$ cat config.mk
export PLATFORM = sky130hd
export DESIGN_NAME = alu_exec_unit
export DESIGN_NICKNAME = d
export VERILOG_FILES = /design/src/rtl/alu_exec_unit.sv
export SDC_FILE = /design/constraint.sdc
export NUM_CORES = 1
export LEC_CHECK = 0
export CORE_MARGIN = 2
export CORE_UTILIZATION = 53
export CTS_CLUSTER_DIAMETER = 120
export CTS_CLUSTER_SIZE = 30
export DETAILED_ROUTE_END_ITERATION = 12
export GPL_TIMING_DRIVEN = 0
export HOLD_SLACK_MARGIN = 0.1
export PLACE_DENSITY = 0.74
export SLEW_MARGIN = 20
export SYNTH_ARGS = -nofsm -noshare
export SYNTH_HDL_FRONTEND = slang
export SYNTH_SLANG_ARGS = --single-unit
$ cat constraint.sdc
create_clock -name clk -period 5.7 [get_ports clk]
set_input_delay 1.425 -clock clk [delete_from_list [all_inputs] [get_ports clk]]
set_output_delay 1.425 -clock clk [all_outputs]
set_load 0.01 [all_outputs]
$ cat src/rtl/alu_exec_unit.sv
// alu_exec_unit: multi-cycle EX-stage ALU with valid/ready handshake.
// Define ALU_FAST_SHIFT_EN for a single-cycle barrel shifter instead of the 1-bit/cycle shifter.
module alu_exec_unit #(
  parameter int WIDTH = 32,
  parameter int SHAMT_W = $clog2(WIDTH)
) (
  input  logic             clk,
  input  logic             rst,
  input  logic             req_valid,
  output logic             req_ready,
  input  logic [2:0]       ALUControl,
  input  logic [WIDTH-1:0] src_a,
  input  logic [WIDTH-1:0] src_b,
  output logic             resp_valid,
  input  logic             resp_ready,
  output logic [WIDTH-1:0] result,
  output logic             zero
);
  localparam logic [1:0] IDLE = 2'd0;
  localparam logic [1:0] DONE = 2'd2;
`ifndef ALU_FAST_SHIFT_EN
  localparam logic [1:0] SHIFT = 2'd1;
`endif
  logic [1:0]         state;
  logic [WIDTH-1:0]   value;
  logic [SHAMT_W-1:0] shamt;
  assign shamt      = src_b[SHAMT_W-1:0];
  assign req_ready  = state == IDLE;
  assign resp_valid = state == DONE;
  always_comb begin
    value = '0;
    case (ALUControl)
      3'b000:  value = src_a + src_b;
      3'b001:  value = src_a - src_b;
      3'b010:  value = src_a & src_b;
      3'b011:  value = src_a | src_b;
      3'b100:  value = src_a ^ src_b;
      3'b101:  value = {{(WIDTH-1){1'b0}}, $signed(src_a) < $signed(src_b)};
`ifdef ALU_FAST_SHIFT_EN
      3'b110:  value = src_a << shamt;
      default: value = src_a >> shamt;
`else
      // Iterative build only reaches here for shamt==0 shifts.
      default: value = src_a;
`endif
    endcase
  end
`ifndef ALU_FAST_SHIFT_EN
  logic [WIDTH-1:0]   acc;
  logic [WIDTH-1:0]   acc_next;
  logic [SHAMT_W-1:0] count;
  logic               left;
  logic               is_shift;
  assign is_shift = ALUControl[2] & ALUControl[1];
  assign acc_next = left ? acc << 1 : acc >> 1;
`endif
  always_ff @(posedge clk) begin
    if (rst) begin
      state  <= IDLE;
      result <= '0;
      zero   <= 1'b0;
`ifndef ALU_FAST_SHIFT_EN
      acc    <= '0;
      count  <= '0;
      left   <= 1'b0;
`endif
    end else begin
      case (state)
        IDLE: if (req_valid) begin
`ifndef ALU_FAST_SHIFT_EN
          if (is_shift && shamt != '0) begin
            acc   <= src_a;
            count <= shamt;
            left  <= ~ALUControl[0];
            state <= SHIFT;
          end else
`endif
          begin
            result <= value;
            zero   <= value == '0;
            state  <= DONE;
          end
        end
`ifndef ALU_FAST_SHIFT_EN
        SHIFT: begin
          acc   <= acc_next;
          count <= count - 1'b1;
          if (count == SHAMT_W'(1)) begin
            result <= acc_next;
            zero   <= acc_next == '0;
            state  <= DONE;
          end
        end
`endif
        DONE: if (resp_ready) state <= IDLE;
        default: state <= IDLE;
      endcase
    end
  end
endmodule
* Word-level counts from Yosys, hierarchy flattened *
Cells that the tools add are included.

storage, ports and cells
  input port bits = 71
  memories kept = 0
  flip-flop bits (word level) = 73
  output and inout bits = 35
  bits in writable memories = 0
  logic and storage cells = 60
  bits in latches = 0
  memory bits (read-only) = 0

operators by class
  add/subtract/negate cells = 3
  shifts and indexed selects = 0
  $mul = 0
  div/mod/pow operators = 0
  eq/ne operators = 13
  magnitude comparators = 1
  bitwise logic cells = 5
  reduce and logical (&&, ||, !) cells = 11
  mux-type cells = 21

operators with widths
  cell                                                                     count
  32-bit two-way mux                                                       6
  32-bit one-hot mux with 6 select lines                                   1
  32-bit one-hot mux with 2 select lines                                   2
  32-bit zero test                                                         2
  32-bit adder                                                             1
  32-bit bitwise AND                                                       1
  32-bit < comparator                                                      1
  32-bit bitwise OR                                                        1
  32-bit subtractor                                                        1
  32-bit bitwise XOR                                                       1
  5-bit two-way mux                                                        2
  5-bit one-hot mux with 2 select lines                                    1
  3-bit AND reduction                                                      3
  2-bit two-way mux                                                        4
  3-bit by 2-bit == test with 1-bit output, second input constant          2
  3-bit == test, second input constant                                     2
  2-bit inequality test, second input constant                             3
  2-bit one-hot mux with 3 select lines                                    1
  5-bit by 1-bit == test with 1-bit output, second input constant          1
  5-bit nonzero test                                                       1
  5-bit by 1-bit subtractor with 5-bit output, second input constant       1
  2-bit by 1-bit inequality test with 1-bit output, second input constant  2
  4-bit AND reduction                                                      1
  3-bit by 1-bit == test with 1-bit output, second input constant          1
  other kinds (10)                                                         12

* Depth between registers and ports, before layout *
  depth after elaboration = 6
  depth in mapped cells = 15
  gate-level depth less buffers = 15

* Worst setup path after synthesis *
OpenSTA, ideal clock, no wires.

  path type = input -> register
  start point = input src_a[0]
  end point = register zero
  stages on the path = 12
  path slack = 0.928 ns
  data required time = 5.641 ns
  data arrival time = 4.712 ns
  setup time = 0.059 ns
  path buffers = 0
  path through = ha_1 fa_1 a21o_1 a221oi_2 o22ai_1 a31oi_1 mux2_1 o32a_1 a2111o_1 or4_1 nor4_2 a41o_1

between the ends
  word-level cells in the longest chain between the ends = 6
  elaborated cells on any way between the ends = 11
  those cells by class = add/sub: 2; order compare: 1; mux: 4; bitwise: 3; reduce/logical: 1

RTL lines
  item                                       RTL line  text
  start, declared                            12        input logic [WIDTH-1:0] src_a,
  32-bit subtractor (tied with other cells)  34        3'b001: value = src_a - src_b;
  32-bit one-hot mux with 6 select lines *   32        case (ALUControl)
  32-bit zero test *                         80        zero <= value == '0;
  1-bit two-way mux *                        71        if (is_shift && shamt != '0) begin
  1-bit two-way mux *                        69        IDLE: if (req_valid) begin
  1-bit one-hot mux with 2 select lines *    68        case (state)
  end signal, assigned                       61        zero <= 1'b0;
  end signal, assigned                       80
  end signal, assigned                       90        zero <= acc_next == '0;
  end, declared                              17        output logic zero

Mark *: on every way between the ends. The rest lies on a longest branch, timed or not. The select of a mux whose other input is x is not followed.
A chain may end at the register's enable or synchronous reset.

* Final worst setup path *
Ends and elaborated chain as after synthesis.

==> metrics.md <==
| Metric | Value |
|---|---|
| Run status | finished, final reports clean |
| Htree depth | 3 |
| Gr ovfl total | 0 |
| HPWL after detailed placement | 33800 um |
| Syn nets | 1604 |
| Mapped Area | 9650 um2 |
| Width of the chip | 139 um |
| Share of cells above drive strength 1 | 4.14% |
| Crit share post-route | 99.9% |
| Die ar. | 19300 um2 |
| Via count | 12200 |
| Slew @ Worst Pin | 1.12 ns |
| RR Startpoint | state[1]$_SDFFE_PP0P_ |
| Synth warn | 0 |
| Largest net degree at the start of global routing | 13 |
| Initial antenna violation count | 0 |
| Minimum clock period | 5.70 ns |
| Fillers | 1719 |
| Vias in the first global route | 11300 |
| Hold Crit Start | result[18]$_SDFFE_PP0P_ |
| # DRC | 0 |
| Final Hold Viols | 0 |
| Die H | 139 um |
| Pwr dens | 192 nW/um2 |
| Startpoint types | primary input |
| Total track usage | 42.5% |
| Unique masters post-synth | 80 |
| Gpl congestion | 1.06 |
| CTS tree | yes |
| Critical path fanouts, max | 7 |
| CP Launch Point | src_a[0] |
| First-pass GRT wire length | 64800 um |
| Hold/Removal Path Class | reg -> reg |
| Clock latency on the worst-skew pair | 0.35 ns |
| Max Root-Sink Buffers | 2 |
| Skew final | 0.00605 ns |
| Total Nets Final | 1719 |
| Min Hold Slack | 0.453 ns |
| Max-slew headroom | 24.5% |
| Hold buffer count at CTS | 0 |
| Vias/cell | 6.85 |
| Area grow syn2layout | 17.1% |
| DRT Wirelength | 42800 um |
| Drt first pass iters | 6 |
| Syn Inst Count | 1426 |
| Worst EP required | 5.99 ns |
| # port buffers | 103 |
| Fmax | 176 MHz |
| Pleak | 4.43 nW |
| Synthesis-stage register bit count | 73 |
| CTS Sinks | 73 |
| Synth Flop Type | dfxtp_1 |
| Syn avg cell area | 6.77 um2 |
| Routed len/inst | 24.1 um |
| Max IR drop VDD | 0.263 mV |
| Initial core utilization | 53.9% |
| Final number of max-transition violations | 0 |
| I/O Pins | 106 |
| Ant diodes | 0 |
| Number of synthesized flops with an enable pin | 0 |
| Final ANT Viol Nets | 0 |
| CTS root buf | clkbuf_16 |
| Crit path DAT | 5.99 ns |
| Maxcap violations | 0 |
| Finish-stage setup viols | 0 |
| Detailed Route Iter0 Violations | 2002 |
| Sequential element share of the synthesized area | 15.1% |
| Fin Setup TNS | 0 ns |
| Critical path type | in -> reg |
| Row Count | 49 |
| Setup crit end kind | flip-flop |
| Total core area | 17900 um2 |
| Post-synth ARST share | 0% |
| CTS Buf Count | 9 |
| CTS clock-pin slew for the worst setup and hold paths | 0.06 ns |
## path summary, 6_finish.rpt
check	to	slack, ns	cells past startpoint
max reg2reg	zero$_SDFFE_PP0P_	1.95	11
min	result[18]$_SDFFE_PP0P_	0.45	2
min reg2reg	result[18]$_SDFFE_PP0P_	0.45	2
max	zero$_SDFFE_PP0P_	0.003	14
## sequential cells by signal, indices dropped and copies added (netlist names)
| signal | cells |
|---|---|
| acc | 32 |
| count | 5 |
| left | 1 |
| result | 32 |
| state | 2 |
| zero | 1 |
## layer usage
layer,global-route usage [%],share of wire [%]
met5,0,0
met4,20.7,5.7
met3,11.1,14
met2,64.9,42
met1,55.7,38
## area by class of cell
cell class	instances	area [um2]	share of cell area, %
multi-input cells	1151	7470	66.1
inverters	99	372	3.29
flip-flops and latches	73	1460	12.9
well taps	229	287	2.53
plain buffers	102	403	3.56
clock inverters	5	32.5	0.288
repair buffers	105	1050	9.28
clock buffers	11	233	2.06
## layout by cell type, fill, tap and decap left out, types with 20 or more instances in the layout
master	instances
a211oi_1	52
a21o_1	20
a21oi_1	144
clkbuf_1	79
clkdlybuf4s50_1	102
dfxtp_1	73
ha_1	105
inv_1	98
mux2i_1	21
nand2_1	142
nand3_1	26
nor2_1	180
nor3_1	34
o211ai_1	24
o21ai_0	80
o22ai_1	22
## kinds of logic (layout without fill, tap and decap cells)
kind of cell,count (synthesis),after routing,synth area share [%]
adders and majority gates,107,107,14.0
xor gates and xnor gates,14,14,1.27
buffers and inverters,202,322,8.05
AOI/OAI and AO/OA,512,512,35.4
and+or+nand+nor,490,490,23.1
DFF,73,73,15.1
muxes,28,28,2.99
## through the flow
stage                     instances  setup slack, ns  total power [W]  instance area, um2  util, %
after CTS                      1774           0.0128          0.00211               11300     62.9
after floorplan                1426            0.928          0.00121                9650        -
final                          1775          0.00336          0.00217               11300     63.1
after global routing           1775          -0.0438          0.00225               11300     63.1
after global placement         1758           -0.527          0.00159               11000     61.3
after detailed placement       1758           -0.549          0.00160               11000     61.3
## power by group
part	total [W]	switching [W]	leakage [nW]	internal (W)
registers	0.000585	0.0000309	0.597	0.000554
clock network	0.000522	0.000229	0.122	0.000293
logic	0.00106	0.000676	3.71	0.000388
total	0.00217	0.000936	4.43	0.00124
## synthesized netlist by cell type (22+ instances only)
| cell | number | area [um2] |
|---|---|---|
| inv_1 | 98 | 368 |
| o22ai_1 | 22 | 138 |
| ha_1 | 105 | 1310 |
| o21ai_0 | 81 | 405 |
| nand2_1 | 142 | 533 |
| o211ai_1 | 24 | 180 |
| dfxtp_1 | 73 | 1460 |
| nand3_1 | 26 | 130 |
| a21oi_1 | 144 | 721 |
| nor3_1 | 35 | 175 |
| a211oi_1 | 53 | 398 |
| clkbuf_1 | 78 | 293 |
| nor2_1 | 181 | 679 |
## critical path, stage by stage
cell	delay, ns
clkdlybuf4s50_1	0.53
ha_1	0.32
fa_1	0.43
a21o_1	0.23
a221oi_4	0.45
nor4_1	0.11
o32ai_1	0.31
nand4_1	0.32
or3_1	0.47
nor4_1	0.22
nand4_1	0.17
or4_1	0.56
nor4_2	0.23
a41o_1	0.20
## repair_timing
item / 4_1_cts / 5_1_grt
setup buffers: 0 / 2
pin swaps: 0 / 2
gates resized for setup: 5 / 8
endpoints found under the setup margin: 3 / 4
(Power assumes the default switching activity.)
